===== src/rtl/jpeg_mcu_block_sequencer.sv =====
// Ping-pong 8x8 block buffer that turns NUM_CH-wide raster pixels into a
// channel-serial sample stream (all of ch0, then ch1, ...) for one shared
// JPEG encoder core. Gray blocks emit only channel 0.
module jpeg_mcu_block_sequencer #(
  parameter int NUM_CH      = 3,
  parameter int DATA_W      = 8,
  parameter int LEVEL_SHIFT = 1
) (
  input  logic                     clock,
  input  logic                     reset,
  input  logic                     in_valid,
  output logic                     in_ready,
  input  logic [NUM_CH*DATA_W-1:0] in_data,
  input  logic                     in_last,
  input  logic                     gray_mode,
  output logic                     out_valid,
  input  logic                     out_ready,
  output logic [DATA_W-1:0]        out_data,
  output logic [1:0]               out_ch,
  output logic                     out_first,
  output logic                     out_last,
  output logic                     out_mcu_last,
  output logic                     err_framing
);

  typedef enum logic {
    RD_IDLE,
    RD_EMIT
  } rd_state_t;

  localparam logic [1:0]        LAST_CH    = 2'(NUM_CH - 1);
  localparam logic [DATA_W-1:0] SHIFT_MASK =
    (LEVEL_SHIFT != 0) ? (DATA_W'(1) << (DATA_W - 1)) : '0;

  logic [DATA_W-1:0] mem [2][NUM_CH][64];

  logic [1:0] full_q, full_d;
  logic [1:0] gray_q, gray_d;
  logic       wr_bank_q, wr_bank_d;
  logic       rd_bank_q, rd_bank_d;
  logic [5:0] wr_idx_q, wr_idx_d;
  logic [5:0] rd_idx_q, rd_idx_d;
  logic [1:0] rd_ch_q, rd_ch_d;
  logic       gray_cur_q, gray_cur_d;
  logic       err_q, err_d;
  rd_state_t  rd_state_q, rd_state_d;

  logic              in_acc;
  logic              rd_acc;
  logic [1:0]        last_ch;
  logic [DATA_W-1:0] sample;

  assign in_ready = !full_q[wr_bank_q];
  assign in_acc   = in_valid && in_ready;
  assign rd_acc   = out_valid && out_ready;
  assign last_ch  = gray_q[rd_bank_q] ? 2'd0 : LAST_CH;

  // Pixel storage: every channel of an accepted pixel lands at wr_idx.
  // NOTE: the sample array has no reset; the full flags gate every read, so
  // stale contents are never observable and the flops stay reset-free.
  always_ff @(posedge clock) begin
    if (in_acc) begin
      for (int c = 0; c < NUM_CH; c++) begin
        mem[wr_bank_q][c][wr_idx_q] <= in_data[c*DATA_W +: DATA_W];
      end
    end
  end

  // Control state register with synchronous reset.
  // NOTE: non-blocking assignments here so every register samples the
  // pre-edge values computed by the next-state logic, regardless of order.
  always_ff @(posedge clock) begin
    if (reset) begin
      full_q     <= '0;
      gray_q     <= '0;
      wr_bank_q  <= 1'b0;
      rd_bank_q  <= 1'b0;
      wr_idx_q   <= '0;
      rd_idx_q   <= '0;
      rd_ch_q    <= '0;
      gray_cur_q <= 1'b0;
      err_q      <= 1'b0;
      rd_state_q <= RD_IDLE;
    end else begin
      full_q     <= full_d;
      gray_q     <= gray_d;
      wr_bank_q  <= wr_bank_d;
      rd_bank_q  <= rd_bank_d;
      wr_idx_q   <= wr_idx_d;
      rd_idx_q   <= rd_idx_d;
      rd_ch_q    <= rd_ch_d;
      gray_cur_q <= gray_cur_d;
      err_q      <= err_d;
      rd_state_q <= rd_state_d;
    end
  end

  // Next-state logic for the write counter, bank flags and read walker.
  always_comb begin
    // NOTE: every variable gets its hold value first so no path leaves one
    // unassigned, which would otherwise infer a latch.
    full_d     = full_q;
    gray_d     = gray_q;
    wr_bank_d  = wr_bank_q;
    rd_bank_d  = rd_bank_q;
    wr_idx_d   = wr_idx_q;
    rd_idx_d   = rd_idx_q;
    rd_ch_d    = rd_ch_q;
    gray_cur_d = gray_cur_q;
    err_d      = 1'b0;

    if (in_acc) begin
      if (wr_idx_q == 6'd63) begin
        // Block complete; a missing in_last is flagged but not fatal.
        full_d[wr_bank_q] = 1'b1;
        gray_d[wr_bank_q] = gray_cur_q;
        wr_bank_d         = !wr_bank_q;
        wr_idx_d          = '0;
        err_d             = !in_last;
      end else if (in_last) begin
        // Early in_last: drop the partial block, bank stays empty.
        wr_idx_d = '0;
        err_d    = 1'b1;
      end else begin
        if (wr_idx_q == 6'd0) gray_cur_d = gray_mode;
        wr_idx_d = wr_idx_q + 6'd1;
      end
    end

    // Write only sets a flag on an empty bank and read only clears a full
    // one, so the two updates can never target the same bit in one cycle.
    if (rd_acc) begin
      if (rd_idx_q == 6'd63) begin
        rd_idx_d = '0;
        if (rd_ch_q == last_ch) begin
          full_d[rd_bank_q] = 1'b0;
          rd_bank_d         = !rd_bank_q;
          rd_ch_d           = '0;
        end else begin
          rd_ch_d = rd_ch_q + 2'd1;
        end
      end else begin
        rd_idx_d = rd_idx_q + 6'd1;
      end
    end

    // Registered mirror of full[rd_bank] so out_valid has no extra latency.
    rd_state_d = full_d[rd_bank_d] ? RD_EMIT : RD_IDLE;
  end

  // Output stage: combinational read mux plus per-sample framing flags.
  always_comb begin
    sample       = mem[rd_bank_q][rd_ch_q][rd_idx_q];
    out_valid    = (rd_state_q == RD_EMIT);
    out_data     = out_valid ? (sample ^ SHIFT_MASK) : '0;
    out_ch       = rd_ch_q;
    out_first    = out_valid && (rd_idx_q == 6'd0);
    out_last     = out_valid && (rd_idx_q == 6'd63);
    out_mcu_last = out_last && (rd_ch_q == last_ch);
    err_framing  = err_q;
  end

endmodule


===== config.mk =====
export PLATFORM = sky130hd
export DESIGN_NAME = jpeg_mcu_block_sequencer
export DESIGN_NICKNAME = d
export VERILOG_FILES = /design/src/rtl/jpeg_mcu_block_sequencer.sv
export SDC_FILE = /design/constraint.sdc
export NUM_CORES = 2
export LEC_CHECK = 0
export CORE_AREA = 5 5 527 529
export DETAILED_ROUTE_END_ITERATION = 10
export DIE_AREA = 0 0 532 534
export DONT_BUFFER_PORTS = 1
export PLACE_DENSITY = 0.57
export SLEW_MARGIN = 20
export SYNTH_ARGS = -nofsm -noshare
export SYNTH_HDL_FRONTEND = slang
export SYNTH_SLANG_ARGS = --single-unit

===== constraint.sdc =====
create_clock -name clock -period 3.35 [get_ports clock]
set_input_delay 0.67 -clock clock [delete_from_list [all_inputs] [get_ports clock]]
set_output_delay 0.67 -clock clock [all_outputs]
set_load 0.02 [all_outputs]

==> impl_metrics.yaml <==
synth:
  synth_seq_cells: 3095
  synth.yosys.warnings: 0
  synth-edff-count: 3072
  ys_seq_area_share_pct: 76.1
  post-synth-top-area-cell: "edfxtp_1"
  avgSynthCellArea_um2: 19.1
  synth_fp_nets: 6421
  netlist.area_leader.share_pct: 75.7
  syn_area_mm2: 0.122
  yosysUniqueCellTypes: 81
  synthArstFlopShare_pct: 0
  synthCells: 6386
  ys.flop_type: "edfxtp_1"
  synth.area.top_cells: "edfxtp_1 (76%), mux4_2 (7.5%), mux2i_1 (5.2%), o21ai_0 (1.4%), a21oi_1 (1.2%)"
placement:
  routabilityCongestion: 0.854
  portBuffers: 0
  dpl.hpwl_um: 221000
  pre_cts_ws_ps: -1400
sta:
  slew_viol_final: 0
  period_share_pct: 144
  setup_tns_ps: -11610
  finClkSkew_ps: 68.1
  layout_min_cycle_time_ps: 4830
  setup_ws_ps: -1480
  rsz0062_at_grt: "yes"
  tightest_slew_ps: 1100
  setup_viol: 10
  finalHoldViolCount: 0
  max_freq_mhz: 207
  slew-limit-headroom_pct: 26.2
final_layout:
  multi_input_area_mm2: 0.0277
  layout-drive-gt1-share_pct: 30.6
  fill_cells: 21200
  final_cell_mix: "edfxtp_1 (3072), buf_4 (831), mux2i_1 (633), mux4_2 (408), clkbuf_16 (337)"
  nets: 7505
  ff_latch_area_mm2: 0.0927
  fin_util_pct: 54.3
  final_common_cell: "edfxtp_1"
  syn2layout_area_growth_pct: 21.5
worst_setup_path:
  slowest_stage: "o211ai_1"
  crit_required_ps: 2680
  path_cells: "buf_6, buf_8, buf_16, buf_6, buf_6, mux4_2, nand2_1, a21oi_1, a21oi_2, o22ai_2, o211ai_1, buf_4, o311a_4, buf_12"
  critPathCaptureType: "output pin"
  path_class: "reg -> out"
  cpMostUsedCell: "buf_6"
  start_kind: "flop"
  cpLargestDelayFamily: "compound AO/OA/AOI/OAI gates"
  path_buf_inv: 7
  slowest_delay_ps: 640
  crit_arrival_ps: 4160
  crit_fanout: 6
global_route:
  grt_util_met2_pct: 43.9
  grt_max_degree: 124
  use_met1_pct: 39.4
  grtUsageMet3_pct: 5.22
  grt_pass1_vias: 69300
  grt_usage_pct: 28.0
  grt_busiest_layer: "met2"
  grt-ovfl-total: 0
  antenna_found_initial: 38
  grt_pass1_wl_um: 558000
routing:
  wl_um: 407000
  wire_per_inst_um: 35.9
  postRouteAntennaNets: 0
  dr_total_vias: 71000
  drt_iter0_drc: 9580
  drcViolationCount: 0
  vias_per_cell: 6.25
  first_pass_iters: 6
floorplanning:
  pin_count: 46
  num_rows: 192
  die_x_um: 532
  die_area_mm2: 0.284
  start_util_pct: 44.7
  die_h_um: 534
  coreArea_mm2: 0.272
clock_tree:
  cts_tree: "built"
  cts_buffers: 329
  clkSinkCount: 3095
  cts_root_buf: "clkbuf_16"
  clk_latency_ps: 900
  cts.htree.levels: 5
  clk_path_buf_depth: 4
  clk_pin_slew_ps: 60
pwr:
  total_power_uw: 79900
  ir_drop_v: 0.000477
  leakage_uw: 0.0462
  power-per-cell-area_mw_per_mm2: 540
job:
  maxCapViolCount: 0
worst_hold_path:
  hold_class: "in -> reg"
outcome:
  status: "finished with violations"
  violations: "setup timing"
-- logic make-up after synthesis --
kind of cell    count (synthesis)  share of synthesized area (%)
fa+ha+maj                       5                         0.0513
compound gates               1097                           5.56
simple gates                  635                           2.34
flops                        3095                           76.1
mux                          1130                           13.6
xor+xnor                       11                         0.0791
buf+inv                       413                           2.30
-- final timing paths --
| check | startpoint | endpoint | slack (ps) | cells after the start |
|---|---|---|---|---|
| max | rd_bank_q$_SDFF_PP0_ | out_data[7] | -1480 | 14 |
| min | in_data[4] | mem[1][1116]$_DFFE_PP_ | 80 | 0 |
| max reg2reg | rd_bank_q$_SDFF_PP0_ | out_valid$_SDFF_PP0_ | 460 | 15 |
| min reg2reg | gray_cur_q$_SDFFE_PP0P_ | gray_q[1]$_SDFFE_PP0P_ | 510 | 2 |
-- registers in the layout, indices dropped and copies added (netlist names) --
signal / flops
mem: 3072
rd_idx_q: 6
wr_idx_q: 6
full_q: 2
gray_q: 2
out_ch: 2
err_framing: 1
gray_cur_q: 1
out_valid: 1
rd_bank_q: 1
wr_bank_q: 1
-- routing by layer --
metal / up-vias / part of all wire [%]
met5: - / 0.0032
met4: 2 / 4.5
met3: 780 / 10
met2: 4195 / 46
met1: 37500 / 39
li1: 28500 / -
-- synth_stat cells, drive strengths merged (11+ instances only) --
library cell	number
a211oi	52
nor2b	24
o31ai	12
mux4	409
o21ai	343
a211o	13
buf	252
o22ai	119
o221ai	33
mux2	85
nand4	21
dfxtp	23
nor2	267
a221o	15
a21oi	297
or3	15
nor3	75
a22oi	18
o211ai	40
mux2i	636
clkbuf	143
edfxtp	3072
nand2	144
inv	16
a221oi	45
nor4	11
nand3	33
a31oi	14
-- per-stage QoR --
stage / cells / cell area (µm²) / hold slack, ps
after floorplan: 6386 / 122000 / 436
after global placement: 10600 / 133000 / 441
after detailed placement: 10600 / 133000 / 452
after CTS: 11300 / 147000 / 1.17
after global routing: 11300 / 148000 / 11.4
final: 11400 / 148000 / 75.0
-- layout make-up --
| class | count | share of cell area, % |
|---|---|---|
| inverters | 17 | 0.0583 |
| multi-input cells | 2878 | 18.7 |
| well taps | 3589 | 3.03 |
| clock inverters | 183 | 1.27 |
| clock buffers | 405 | 5.83 |
| repair buffers | 1149 | 8.41 |
| diodes | 34 | 0.0575 |
| flip-flops and latches | 3095 | 62.6 |
-- report_power, final --
part	leakage (µW)	internal, µW	switching [µW]
clock	0.00510	20800	15200
sequential	0.0278	42600	9.27
combinational	0.0133	234	1030
-- repair_timing --
| action | in CTS | in global routing |
|---|---|---|
| gates cloned | 9 | 3 |
| pin swaps | 38 | 39 |
| endpoints found under the setup margin | 11 | 10 |
| resized for setup | 228 | 70 |
| hold buffers | 68 | 6 |
| endpoints found under the hold margin | 1497 | 6 |
| setup buffers | 54 | 20 |
(Power assumes the default switching activity.)
